`config.mk`:
```
export PLATFORM = sky130hd
export DESIGN_NAME = score_history_reader
export DESIGN_NICKNAME = d
export VERILOG_FILES = /design/src/rtl/score_pkg.sv /design/src/rtl/bin_to_bcd.sv /design/src/rtl/score_history_reader.sv
export SDC_FILE = /design/constraint.sdc
export NUM_CORES = 1
export LEC_CHECK = 0
export ABC_AREA = 1
export BUFFER_PORTS_ARGS = -buffer_cell sky130_fd_sc_hd__buf_4
export CAP_MARGIN = 40
export CORE_MARGIN = 3
export CORE_UTILIZATION = 60
export DETAILED_ROUTE_END_ITERATION = 7
export GPL_TIMING_DRIVEN = 0
export PLACE_DENSITY = 0.85
export REMOVE_ABC_BUFFERS = 1
export SYNTH_ARGS = -nofsm -noshare
export SYNTH_HDL_FRONTEND = slang
export SYNTH_HIERARCHICAL = 1
export SYNTH_SLANG_ARGS = --single-unit
```
`constraint.sdc`:
```
create_clock -name Clock -period 4.25 [get_ports Clock]
set_input_delay 0 -clock Clock [delete_from_list [all_inputs] [get_ports Clock]]
set_output_delay 0 -clock Clock [all_outputs]
set_load 0.1 [all_outputs]
```
`src/rtl/score_pkg.sv`:
```
// rtl/score_pkg.sv - shared score width constants and reader state encoding
package score_pkg;

    localparam int SCORE_ADDR_WIDTH = 8;
    localparam int SCORE_DATA_WIDTH = 32;
    localparam int SCORE_NUM_DIGITS = 10;

    typedef enum logic [2:0] {
        S_IDLE    = 3'd0,
        S_FETCH   = 3'd1,
        S_WAIT    = 3'd2,
        S_CONVERT = 3'd3,
        S_PRESENT = 3'd4,
        S_FINISH  = 3'd5
    } reader_state_e;

endpackage

```
`src/rtl/bin_to_bcd.sv`:
```
// rtl/bin_to_bcd.sv - sequential double-dabble converter with leading-zero blank mask
module bin_to_bcd
    import score_pkg::*;
#(
    parameter int DATA_WIDTH = SCORE_DATA_WIDTH,
    parameter int NUM_DIGITS = SCORE_NUM_DIGITS
) (
    input  logic                    clk_i,
    input  logic                    reset_i,
    input  logic                    load_i,
    input  logic [DATA_WIDTH-1:0]   data_i,
    output logic                    busy_o,
    output logic                    done_o,
    output logic [4*NUM_DIGITS-1:0] digits_o,
    output logic [NUM_DIGITS-1:0]   blank_o
);

    localparam int CW = $clog2(DATA_WIDTH + 1);
    localparam int BW = 4 * NUM_DIGITS;

    logic [DATA_WIDTH-1:0] bin_q;
    logic [BW-1:0]         bcd_q;
    logic [CW-1:0]         cnt_q;
    logic                  busy_q;
    logic                  done_q;
    logic [NUM_DIGITS-1:0] blank_q;

    logic [DATA_WIDTH-1:0]    src_bin;
    logic [BW-1:0]            adj;
    logic [BW+DATA_WIDTH-1:0] shifted;
    logic [BW-1:0]            next_bcd;
    logic [DATA_WIDTH-1:0]    next_bin;
    logic [NUM_DIGITS-1:0]    next_blank;
    logic [CW-1:0]            next_cnt;
    logic                     all_zero;
    logic                     last;

    // One double-dabble step; a load performs the first step on the fresh word directly
    always_comb begin
        src_bin = load_i ? data_i : bin_q;
        adj     = load_i ? '0 : bcd_q;
        for (int k = 0; k < NUM_DIGITS; k++) begin
            if (adj[4*k +: 4] >= 4'd5) begin
                adj[4*k +: 4] = adj[4*k +: 4] + 4'd3;
            end
        end
        shifted  = {adj, src_bin} << 1;
        next_bcd = shifted[BW+DATA_WIDTH-1 -: BW];
        next_bin = shifted[DATA_WIDTH-1:0];
        all_zero = 1'b1;
        next_blank = '0;
        for (int k = NUM_DIGITS - 1; k >= 0; k--) begin
            all_zero      = all_zero & (next_bcd[4*k +: 4] == 4'd0);
            next_blank[k] = all_zero;
        end
        next_blank[0] = 1'b0;
        next_cnt = load_i ? CW'(1) : cnt_q + CW'(1);
        last     = (next_cnt == CW'(DATA_WIDTH));
    end

    // Iterate once per cycle while busy; latch the blank mask with the final step
    always_ff @(posedge clk_i) begin
        if (reset_i) begin
            bin_q   <= '0;
            bcd_q   <= '0;
            cnt_q   <= '0;
            busy_q  <= 1'b0;
            done_q  <= 1'b0;
            blank_q <= '0;
        end else begin
            done_q <= 1'b0;
            if (load_i || busy_q) begin
                bin_q  <= next_bin;
                bcd_q  <= next_bcd;
                cnt_q  <= next_cnt;
                busy_q <= !last;
                if (last) begin
                    done_q  <= 1'b1;
                    blank_q <= next_blank;
                end
            end
        end
    end

    assign busy_o   = busy_q;
    assign done_o   = done_q;
    assign digits_o = bcd_q;
    assign blank_o  = blank_q;

endmodule

```
`src/rtl/score_history_reader.sv`:
```
// rtl/score_history_reader.sv - newest-first score memory reader feeding BCD entries to the renderer
module score_history_reader
    import score_pkg::*;
#(
    parameter int ADDR_WIDTH = SCORE_ADDR_WIDTH,
    parameter int DATA_WIDTH = SCORE_DATA_WIDTH,
    parameter int NUM_DIGITS = SCORE_NUM_DIGITS,
    parameter int ENTRIES    = 10,
    parameter int RD_LATENCY = 2
) (
    input  logic                         Clock,
    input  logic                         reset,
    input  logic                         start,
    input  logic                         abort,
    input  logic [ADDR_WIDTH-1:0]        latestAddress,
    output logic [ADDR_WIDTH-1:0]        rdAddress,
    input  logic [DATA_WIDTH-1:0]        rdData,
    output logic [4*NUM_DIGITS-1:0]      entryDigits,
    output logic [NUM_DIGITS-1:0]        entryBlank,
    output logic [$clog2(ENTRIES+1)-1:0] entryIndex,
    output logic                         entryValid,
    input  logic                         entryReady,
    output logic                         busy,
    output logic                         done
);

    localparam int IW = $clog2(ENTRIES + 1);
    localparam int WW = (RD_LATENCY > 1) ? $clog2(RD_LATENCY) : 1;

    reader_state_e         state_q;
    logic [ADDR_WIDTH-1:0] base_q;
    logic [ADDR_WIDTH-1:0] rd_addr_q;
    logic [IW-1:0]         index_q;
    logic [WW-1:0]         wait_q;
    logic                  valid_q;
    logic                  busy_q;
    logic                  done_q;

    logic                  conv_load;
    logic                  conv_busy;
    logic                  conv_done;
    logic [IW-1:0]         next_index;
    logic [ADDR_WIDTH-1:0] next_addr;
    logic                  wait_over;

    // The read word lands on the last WAIT cycle, so the converter loads it right there
    always_comb begin
        wait_over  = (wait_q == WW'(RD_LATENCY - 1));
        conv_load  = (state_q == S_WAIT) && wait_over && !abort;
        next_index = index_q + IW'(1);
        next_addr  = base_q - ADDR_WIDTH'(next_index);
    end

    bin_to_bcd #(
        .DATA_WIDTH (DATA_WIDTH),
        .NUM_DIGITS (NUM_DIGITS)
    ) u_bin_to_bcd (
        .clk_i    (Clock),
        .reset_i  (reset),
        .load_i   (conv_load),
        .data_i   (rdData),
        .busy_o   (conv_busy),
        .done_o   (conv_done),
        .digits_o (entryDigits),
        .blank_o  (entryBlank)
    );

    // Run sequencing: fetch, wait out RAM latency, convert, present, repeat newest-first
    always_ff @(posedge Clock) begin
        if (reset) begin
            state_q   <= S_IDLE;
            base_q    <= '0;
            rd_addr_q <= '0;
            index_q   <= '0;
            wait_q    <= '0;
            valid_q   <= 1'b0;
            busy_q    <= 1'b0;
            done_q    <= 1'b0;
        end else begin
            done_q <= 1'b0;
            if (state_q != S_IDLE && abort) begin
                state_q <= S_IDLE;
                valid_q <= 1'b0;
                busy_q  <= 1'b0;
            end else begin
                case (state_q)
                    S_IDLE: begin
                        if (start && !abort) begin
                            base_q    <= latestAddress;
                            rd_addr_q <= latestAddress;
                            index_q   <= '0;
                            busy_q    <= 1'b1;
                            state_q   <= S_FETCH;
                        end
                    end
                    S_FETCH: begin
                        wait_q  <= '0;
                        state_q <= S_WAIT;
                    end
                    S_WAIT: begin
                        if (wait_over) begin
                            state_q <= S_CONVERT;
                        end else begin
                            wait_q <= wait_q + WW'(1);
                        end
                    end
                    S_CONVERT: begin
                        if (conv_done && !conv_busy) begin
                            valid_q <= 1'b1;
                            state_q <= S_PRESENT;
                        end
                    end
                    S_PRESENT: begin
                        if (entryReady) begin
                            valid_q <= 1'b0;
                            if (index_q == IW'(ENTRIES - 1)) begin
                                busy_q  <= 1'b0;
                                done_q  <= 1'b1;
                                state_q <= S_FINISH;
                            end else begin
                                index_q   <= next_index;
                                rd_addr_q <= next_addr;
                                state_q   <= S_FETCH;
                            end
                        end
                    end
                    S_FINISH: begin
                        state_q <= S_IDLE;
                    end
                    default: begin
                        state_q <= S_IDLE;
                    end
                endcase
            end
        end
    end

    assign rdAddress  = rd_addr_q;
    assign entryIndex = index_q;
    assign entryValid = valid_q;
    assign busy       = busy_q;
    assign done       = done_q;

endmodule

```
Word level (Yosys, flattened, before mapping)
Index checks and enable logic that the tools add are counted. Widths: inputs -> output; s select.

Input bits: 45. Flip-flop bits (word level): 115. Output and inout port bits: 65.

Equal/unequal tests: 12. Reduce and logical (&&, ||, !) cells: 33. Mux-type cells: 38. Order comparisons: 10. Bitwise gates (word level): 12. $add $sub $neg: 14.

Operator list (number): $mux 4 (12); $ge 4x3->1 const B (10); $mux 40 (1); $add 4x2->4 const B (9); $logic_not 4->1 (9); $mux 32 (1); $mux 8 (3); $mux 3 (6); $pmux 8 s2 (1); $pmux 3 s5 (1); $ne 2x2->1 const B (6); $and 1x1->1 (8); $mux 1 (8); $pmux 4 s2 (1); $reduce_and 4->1 (2); $sub 8x4->8 (1); $add 6x1->6 const B (1); $eq 3x2->1 const B (2); $eq 6x6->1 const B (1); $mux 6 (1); $pmux 1 s2 (3); $reduce_and 3->1 (2); $reduce_bool 2->1 (3); $logic_and 1x1->1 (5); other kinds (15) (22).

Depth between registers and ports, before layout
Gate-level depths: netlist of run 1.

Depth in word-level cells: 15. Gate-level depth with buffers: 22.

Modules after synthesis
Netlist of run 1, hierarchy kept.

By module, submodules not included: bin_to_bcd (times used 1, cells an instance 666, area an instance 4768.3 um2); score_history_reader (times used 1, cells an instance 220, area an instance 1580.3 um2).

Worst setup path before layout of run 1
Ideal clock, no wire load.

Kind: reg2reg. Start: register state_q[2]. End: register u_bin_to_bcd.blank_q[1] (netlist: u_bin_to_bcd/blank_o[1]). Data required time: 4.180 ns. Cell stages (with the launch flop): 19. Clock period less this slack: 2.703 ns. Data arrival time: 2.633 ns. Setup slack: 1.547 ns. Cells stage by stage: dfxtp_1 -> nor3_1 -> nand2_1 -> nor2_1 -> buf_4 -> buf_4 -> nor2_1 -> inv_1 -> ha_1 -> inv_1 -> nor2_1 -> o21ai_4 -> o21ai_1 -> nand2_1 -> nor2_1 -> nand4_2 -> nor2_2 -> nand4_1 -> a21oi_1.

Word-level cells in the longest chain between the ends: 15.

Ends and longest elaborated chain: start: declaration (RTL line score_history_reader.sv:30) `reader_state_e state_q;`; start signal: assignment (RTL line score_history_reader.sv:71) `state_q <= S_IDLE;`; start signal: assignment (RTL line score_history_reader.sv:82) `state_q <= S_IDLE;`; start signal: assignment (RTL line score_history_reader.sv:93) `state_q <= S_FETCH;`; $eq 3x2->1 (*) (RTL line score_history_reader.sv:49) `conv_load = (state_q == S_WAIT) && wait_over && !abort;`; $logic_and 1x1->1 (*) (2 in a row) (RTL line score_history_reader.sv:49); via conv_load (RTL line score_history_reader.sv:39) `logic conv_load;`; $mux 40 (RTL line bin_to_bcd.sv:41) `adj = load_i ? '0 : bcd_q;`; $add 4x2->4 (tied with other cells) (RTL line bin_to_bcd.sv:44) `adj[4*k +: 4] = adj[4*k +: 4] + 4'd3;`; $mux 4 or $mux 3 (tied branches) (RTL line bin_to_bcd.sv:43) `if (adj[4*k +: 4] >= 4'd5) begin`; $logic_not 4->1 (RTL line bin_to_bcd.sv:53) `all_zero = all_zero & (next_bcd[4*k +: 4] == 4'd0);`; $and 1x1->1 (8 in a row) (RTL line bin_to_bcd.sv:53); end signal: assignment (RTL line bin_to_bcd.sv:79) `blank_q <= next_blank;`; end: declaration (RTL line bin_to_bcd.sv:26) `logic [NUM_DIGITS-1:0] blank_q;`.

The timed path passes the listed nets; every way through them passes the cells marked *. A chain may end at the register's enable or synchronous reset.

Worst setup path in the final report of run 1
Start: register state_q[2]. End: register u_bin_to_bcd.blank_q[2] (netlist: u_bin_to_bcd/blank_o[2]).

Word-level cells in the longest chain between the ends: 14.

Ends and longest elaborated chain (RTL line): $eq 3x2->1 (*) (score_history_reader.sv:49); $logic_and 1x1->1 (*) (2 in a row) (score_history_reader.sv:49); via conv_load (score_history_reader.sv:39); $mux 40 (bin_to_bcd.sv:41); $add 4x2->4 (tied with other cells) (bin_to_bcd.sv:44); $mux 4 or $mux 3 (tied branches) (bin_to_bcd.sv:43); $logic_not 4->1 (bin_to_bcd.sv:53); $and 1x1->1 (7 in a row) (bin_to_bcd.sv:53).

Marked as above.

==> flow_summary.ini, run 1 <==
[job]
max-cap-violations = 0

[die]
fp.dieH_um = 109
io-pin-count = 110
die_w_um = 109
start_util_pct = 63.2
design.die.area_um2 = 11900
core_um2 = 10000
rows = 36

[synthesis]
synth_cell_type_count = 50
syn_area_um2 = 6350
yosysWarnings = 6
synth_ff_type = dfxtp_1
netlist_instances = 886
avgSynthCellArea_um2 = 7.17
seq_area_frac_synth_pct = 36.3
synth_edf_count = 0
yosys_register_bits = 115
async_flop_share_pct = 0

[cts]
cts_hold_buf = 48
h-tree-depth = 4
cts.sinks = 115
path_clk_slew_ps = 60
cts-resized-gates = 0
root_buffer = clkbuf_8
clk_latency_ps = 520
cts_tree = yes
clockBufferDepth = 2
numCtsBuffers = 17
post-cts-setup-buffer-count = 0

[setup_path]
cp.required_ps = 4690
reg2reg_slack_ps = 520
worstSetupEndpointType = flip-flop
critPathKind = reg -> reg
cp_max_fo = 29
worstSetupStartpointType = flip-flop
worstPathArrival_ps = 4170

[sta]
clock_skew_ps = 7.55
hold_ws_ps = 44.9
slew_violations = 0
fmax_mhz = 268
max_slew_margin_pct = 41.6
setup_viol = 0
fin_crit_ps = 3730
rsz0062_at_grt = no
finalCritPeriodShare_pct = 87.8
worstMarginPinSlew_ps = 874
hold_viol = 0

[detailed_routing]
drt_iter0_drc = 567
vias = 6633
viasPerCell = 5.64
drt_wl_total_mm = 18.3
route.detailed.drc = 0
drt-pass1-iter-count = 6
routedWlPerCell_um = 15.6
ant_nets = 0

[placed_design]
io_buffers = 108
dp_hpwl_mm = 10.6
place_congestion = 0.879
post-place-cells = 1097

[finish]
fillers = 633
syn_to_final_growth_pct = 30.8
drive_gt1_share_pct = 20.0
final_util_pct = 82.7
finalNetCount = 1101
layout.cells.non_filler = 1176
num_antenna_cells = 0

[pwr]
clockPowerShare_pct = 34.6
ir_worst_vdd_mv = 0.577
intPower_w = 0.00249
pwr-share-comb_pct = 35.1
pwr_density_cell_nw_per_um2 = 500
switching_share_pct = 40.1
total_leakage_power_nw = 3.84
switchingPower_w = 0.00166
pwr-share-seq_pct = 30.3

[hold_path]
hp-class = in -> reg

[global_routing]
overflow = 0
grt_pass1_vias = 6490
antenna_found_initial = 0
grt_pass1_wl_mm = 29.4
globalRouteTotalUtil_pct = 31.0
grt_max_degree = 51

[status]
outcome = completed
==> power by group through the flow <==
stage	clock network, W	registers, W	logic [W]
floorplan	0	0.00172	0.000636
global route	0.00149	0.00127	0.00157
global placement	0	0.00127	0.00134
detailed placement	0	0.00128	0.00136
finish	0.00143	0.00126	0.00146
CTS	0.00143	0.00126	0.00142
==> final cells by class <==
cell class / count / area, µm² / area share, %
inverters: 141 / 539 / 6.49
clock inverters: 13 / 161 / 1.94
flip-flops and latches: 115 / 2300 / 27.7
repair buffers: 161 / 1390 / 16.8
clock buffers: 18 / 428 / 5.15
multi-input cells: 595 / 3310 / 39.9
well taps: 133 / 166 / 2.00
==> critical path, cell delays in order (launching register included) <==
cell     delay (ps)
dfxtp_1         380
nor3_1          260
nand2_1         150
nor2_4          460
inv_2           360
buf_12          280
nand2_1         130
ha_1            220
nand2_1          80
nand3_1         110
nand2_1          90
nand2_1          90
nand2_1          60
nor2_1          150
nand3_2         120
nor2_4          150
nand4_2         100
nor2_2          190
nand3_1         120
a21oi_1         150
==> metal layers <==
layer	vias up	global-route usage, %	share of wire [%]
li1	3198	-	-
met1	3050	36.3	41
met2	324	52.5	49
met3	61	7.82	7.2
met4	0	15.1	3.3
met5	-	0	0
==> worst paths after layout <==
| path | cells past startpoint | to | start |
|---|---|---|---|
| max reg2reg | 19 | u_bin_to_bcd/blank_o[2] | state_q[2] |
| max | 19 | u_bin_to_bcd/blank_o[2] | state_q[2] |
| min reg2reg | 2 | base_q[0] | base_q[0] |
| min | 7 | state_q[1] | start |
==> stage by stage <==
step	area, µm²	setup WS, ps	power, W	setup TNS (ps)
after floorplan	6150	-720	0.00236	-16940
after global placement	7120	-3130	0.00261	-216400
after detailed placement	7230	697	0.00264	0
after CTS	8300	636	0.00411	0
after global routing	8300	176	0.00432	0
final	8300	518	0.00415	0
==> cells in the final DEF, fill, tap and decap left out, types with 7 or more instances in the layout <==
| master | n |
|---|---|
| xor2_1 | 8 |
| nor3_1 | 7 |
| dlygate4sd3_1 | 48 |
| inv_2 | 9 |
| clkbuf_16 | 16 |
| o21ai_0 | 74 |
| buf_4 | 109 |
| o221ai_1 | 9 |
| nand2_1 | 145 |
| nor2_1 | 93 |
| a21oi_1 | 45 |
| nand2_4 | 12 |
| a21oi_2 | 11 |
| nor2_2 | 8 |
| nand2_2 | 8 |
| o22ai_1 | 28 |
| inv_1 | 129 |
| dfxtp_1 | 115 |
| a21boi_0 | 14 |
| o211ai_1 | 11 |
| nand3_1 | 44 |
| o21ai_1 | 10 |
| ha_1 | 24 |
==> registers in the layout, indices dropped and copies added, names as in the netlist <==
signal and count:
entryValid 1, done 1, u_bin_to_bcd/digits_o 40, busy 1, u_bin_to_bcd/cnt_q 6, entryIndex 4, wait_over 1, rdAddress 8
base_q 8, state_q 3, u_bin_to_bcd/bin_q 31, u_bin_to_bcd/blank_o 9, u_bin_to_bcd/done_o 1, u_bin_to_bcd/busy_o 1
==> Yosys cell counts (all sizes together) (14+ instances only) <==
| cell | count | area share [%] |
|---|---|---|
| a21oi | 57 | 5.3 |
| nor2 | 103 | 6.5 |
| o21ai | 87 | 7.2 |
| nand2 | 166 | 12 |
| inv | 139 | 8.3 |
| dfxtp | 115 | 36 |
| o22ai | 28 | 2.8 |
| buf | 18 | 2.2 |
| ha | 24 | 4.7 |
| nand3 | 46 | 3.8 |
| a21boi | 14 | 1.7 |
| clkbuf | 17 | 1.0 |
==> cells by family after synthesis <==
family                     Yosys count  synth area share (%)
and+or+nand+nor                    340                  24.6
buffers and inverters              176                  11.7
xor gates and xnor gates             9                  1.24
DFF                                115                  36.3
AOI/OAI and AO/OA                  220                  21.1
other                                1                0.0591
adders and majority gates           25                  5.05
No activity file was read; power rests on OpenSTA's default activity.
==> run 2, diff against run 1 <==
--- a/config.mk
+++ b/config.mk
@@ -13,6 +13,7 @@
 export DETAILED_ROUTE_END_ITERATION = 7
 export GPL_TIMING_DRIVEN = 0
 export PLACE_DENSITY = 0.85
+export RECOVER_POWER = 100
 export REMOVE_ABC_BUFFERS = 1
 export SYNTH_ARGS = -nofsm -noshare
 export SYNTH_HDL_FRONTEND = slang
==> flow_summary.ini, run 2 (same netlist as run 1, synthesis figures left out) <==
[sta]
rsz0062_at_grt = no
worstMarginPinSlew_ps = 1290
finalCritPeriodShare_pct = 90.0
clock_skew_ps = 7.29
fmax_mhz = 261
hold_viol = 0
max_slew_margin_pct = 14.6
fin_ws_ps = 424
tns_ps = 0
setup_viol = 0
hold_ws_ps = 50.0
fin_crit_ps = 3830
slew_violations = 0

[cts]
cts-resized-gates = 0
clockBufferDepth = 2
numCtsBuffers = 17
cts_tree = yes
h-tree-depth = 4
cts.sinks = 115
root_buffer = clkbuf_8
clk_latency_ps = 520
path_clk_slew_ps = 60

[global_routing]
overflow = 0
grt_pass1_wl_mm = 29.4
antenna_found_initial = 0
grt_pass1_vias = 6490
globalRouteTotalUtil_pct = 31.0
grt_max_degree = 51

[hold_path]
worst_hold_path.endpoint = busy
worstHoldPathCells = 6
hp-class = in -> reg
hold_start = start

[setup_path]
worstPathArrival_ps = 4250
reg2reg_slack_ps = 420
ff2ff_path_depth = 10
cp.required_ps = 4670
critPathKind = reg -> reg
rr_endpoint = u_bin_to_bcd/digits_o[28]
cp_max_fo = 50
worstSetupEndpointType = flip-flop
r2r_start = state_q[1]
worstSetupStartpointType = flip-flop

[die]
die_w_um = 109
design.die.area_um2 = 11900
rows = 36
io-pin-count = 110
core_um2 = 10000
fp.dieH_um = 109
start_util_pct = 63.2

[pwr]
intPower_w = 0.00241
pwr-share-seq_pct = 31.1
ir_worst_vdd_mv = 0.515
pwr-share-comb_pct = 33.4
switchingPower_w = 0.00162
pwr_density_cell_nw_per_um2 = 504
switching_share_pct = 40.2
total_leakage_power_nw = 3.55
clockPowerShare_pct = 35.5

[placed_design]
dp_slack_ps = 697
post-place-cells = 1097
io_buffers = 108
dp_hpwl_mm = 10.6
place_congestion = 0.879

[finish]
fillers = 717
layout.cells.non_filler = 1176
drive_gt1_share_pct = 12.7
largest_reg_flops = 40
num_antenna_cells = 0
syn_to_final_growth_pct = 25.9
layout_common_cells = nand2_1, inv_1, dfxtp_1, nor2_1, o21ai_0
finalNetCount = 1101
layout_commonest_cell = nand2_1

[detailed_routing]
vias = 6591
routedWlPerCell_um = 15.6
ant_nets = 0
drt-pass1-iter-count = 5
drt_iter0_drc = 576
drt_wl_total_mm = 18.3
viasPerCell = 5.60
route.detailed.drc = 0

[status]
outcome = completed

[job]
max-cap-violations = 0
run 2: cell type report:
class	count	area (µm²)	share of cell area [%]
Sequential cell	115	2300	28.8
Inverter	141	532	6.65
Timing Repair Buffer	161	1150	14.4
Clock inverter	13	161	2.02
Tap cell	133	166	2.08
Clock buffer	18	428	5.35
Multi-Input combinational cell	595	3260	40.7
run 2: how the worst max path moves through the flow:
| stage | startpoint | to | slack [ps] | cells after the start |
|---|---|---|---|---|
| 6_report | state_q[1] | u_bin_to_bcd/digits_o[28] | 420 | 10 |
| 5_1_grt | state_q[1] | u_bin_to_bcd/blank_o[2] | 120 | 20 |
| 4_1_cts | state_q[2] | u_bin_to_bcd/blank_o[2] | 640 | 19 |
| 3_5_place_dp | state_q[2] | u_bin_to_bcd/digits_o[28] | 700 | 9 |
| 3_3_place_gp | state_q[2] | u_bin_to_bcd/digits_o[4] | -3130 | 7 |
| 2_1_floorplan | state_q[2] | u_bin_to_bcd/blank_o[1] | -720 | 18 |
run 2: timing repair:
item                                   in CTS  in global routing
hold buffers                               48                  0
endpoints found under the hold margin      64                  0
buffers inserted                            0                  0
run 2: critical path, cell delays in order (launching register included):
cell and delay (ps):
dfxtp_1 380, inv_1 70, nor3_1 190, nand2_1 150
nor2_4 460, nor2_1 220, clkbuf_1 360, inv_2 750
nand2_1 620, buf_16 350, o22ai_1 160
run 2: routing by layer:
metal | up-vias | share of wire, % | GRT usage [%]
li1 | 3213 | - | -
met1 | 3021 | 41 | 36.3
met2 | 294 | 48 | 52.5
met3 | 63 | 7.0 | 7.82
met4 | 0 | 3.6 | 15.1
met5 | - | 0 | 0
run 2: stage by stage:
| stage | instance area, µm² | util, % | power (W) |
|---|---|---|---|
| after floorplan | 6150 | - | 0.00236 |
| final | 8000 | 79.6 | 0.00403 |
| after global routing | 8000 | 79.6 | 0.00421 |
| after global placement | 7120 | 70.9 | 0.00261 |
| after detailed placement | 7230 | 72.0 | 0.00264 |
| after CTS | 8300 | 82.7 | 0.00411 |
run 2: power groups by stage:
stage          clock [W]  sequential (W)  combinational (W)
2_1_floorplan          0         0.00172           0.000636
3_3_place_gp           0         0.00127            0.00134
3_5_place_dp           0         0.00128            0.00136
4_1_cts          0.00143         0.00126            0.00142
5_1_grt          0.00149         0.00127            0.00145
6_report         0.00143         0.00126            0.00135
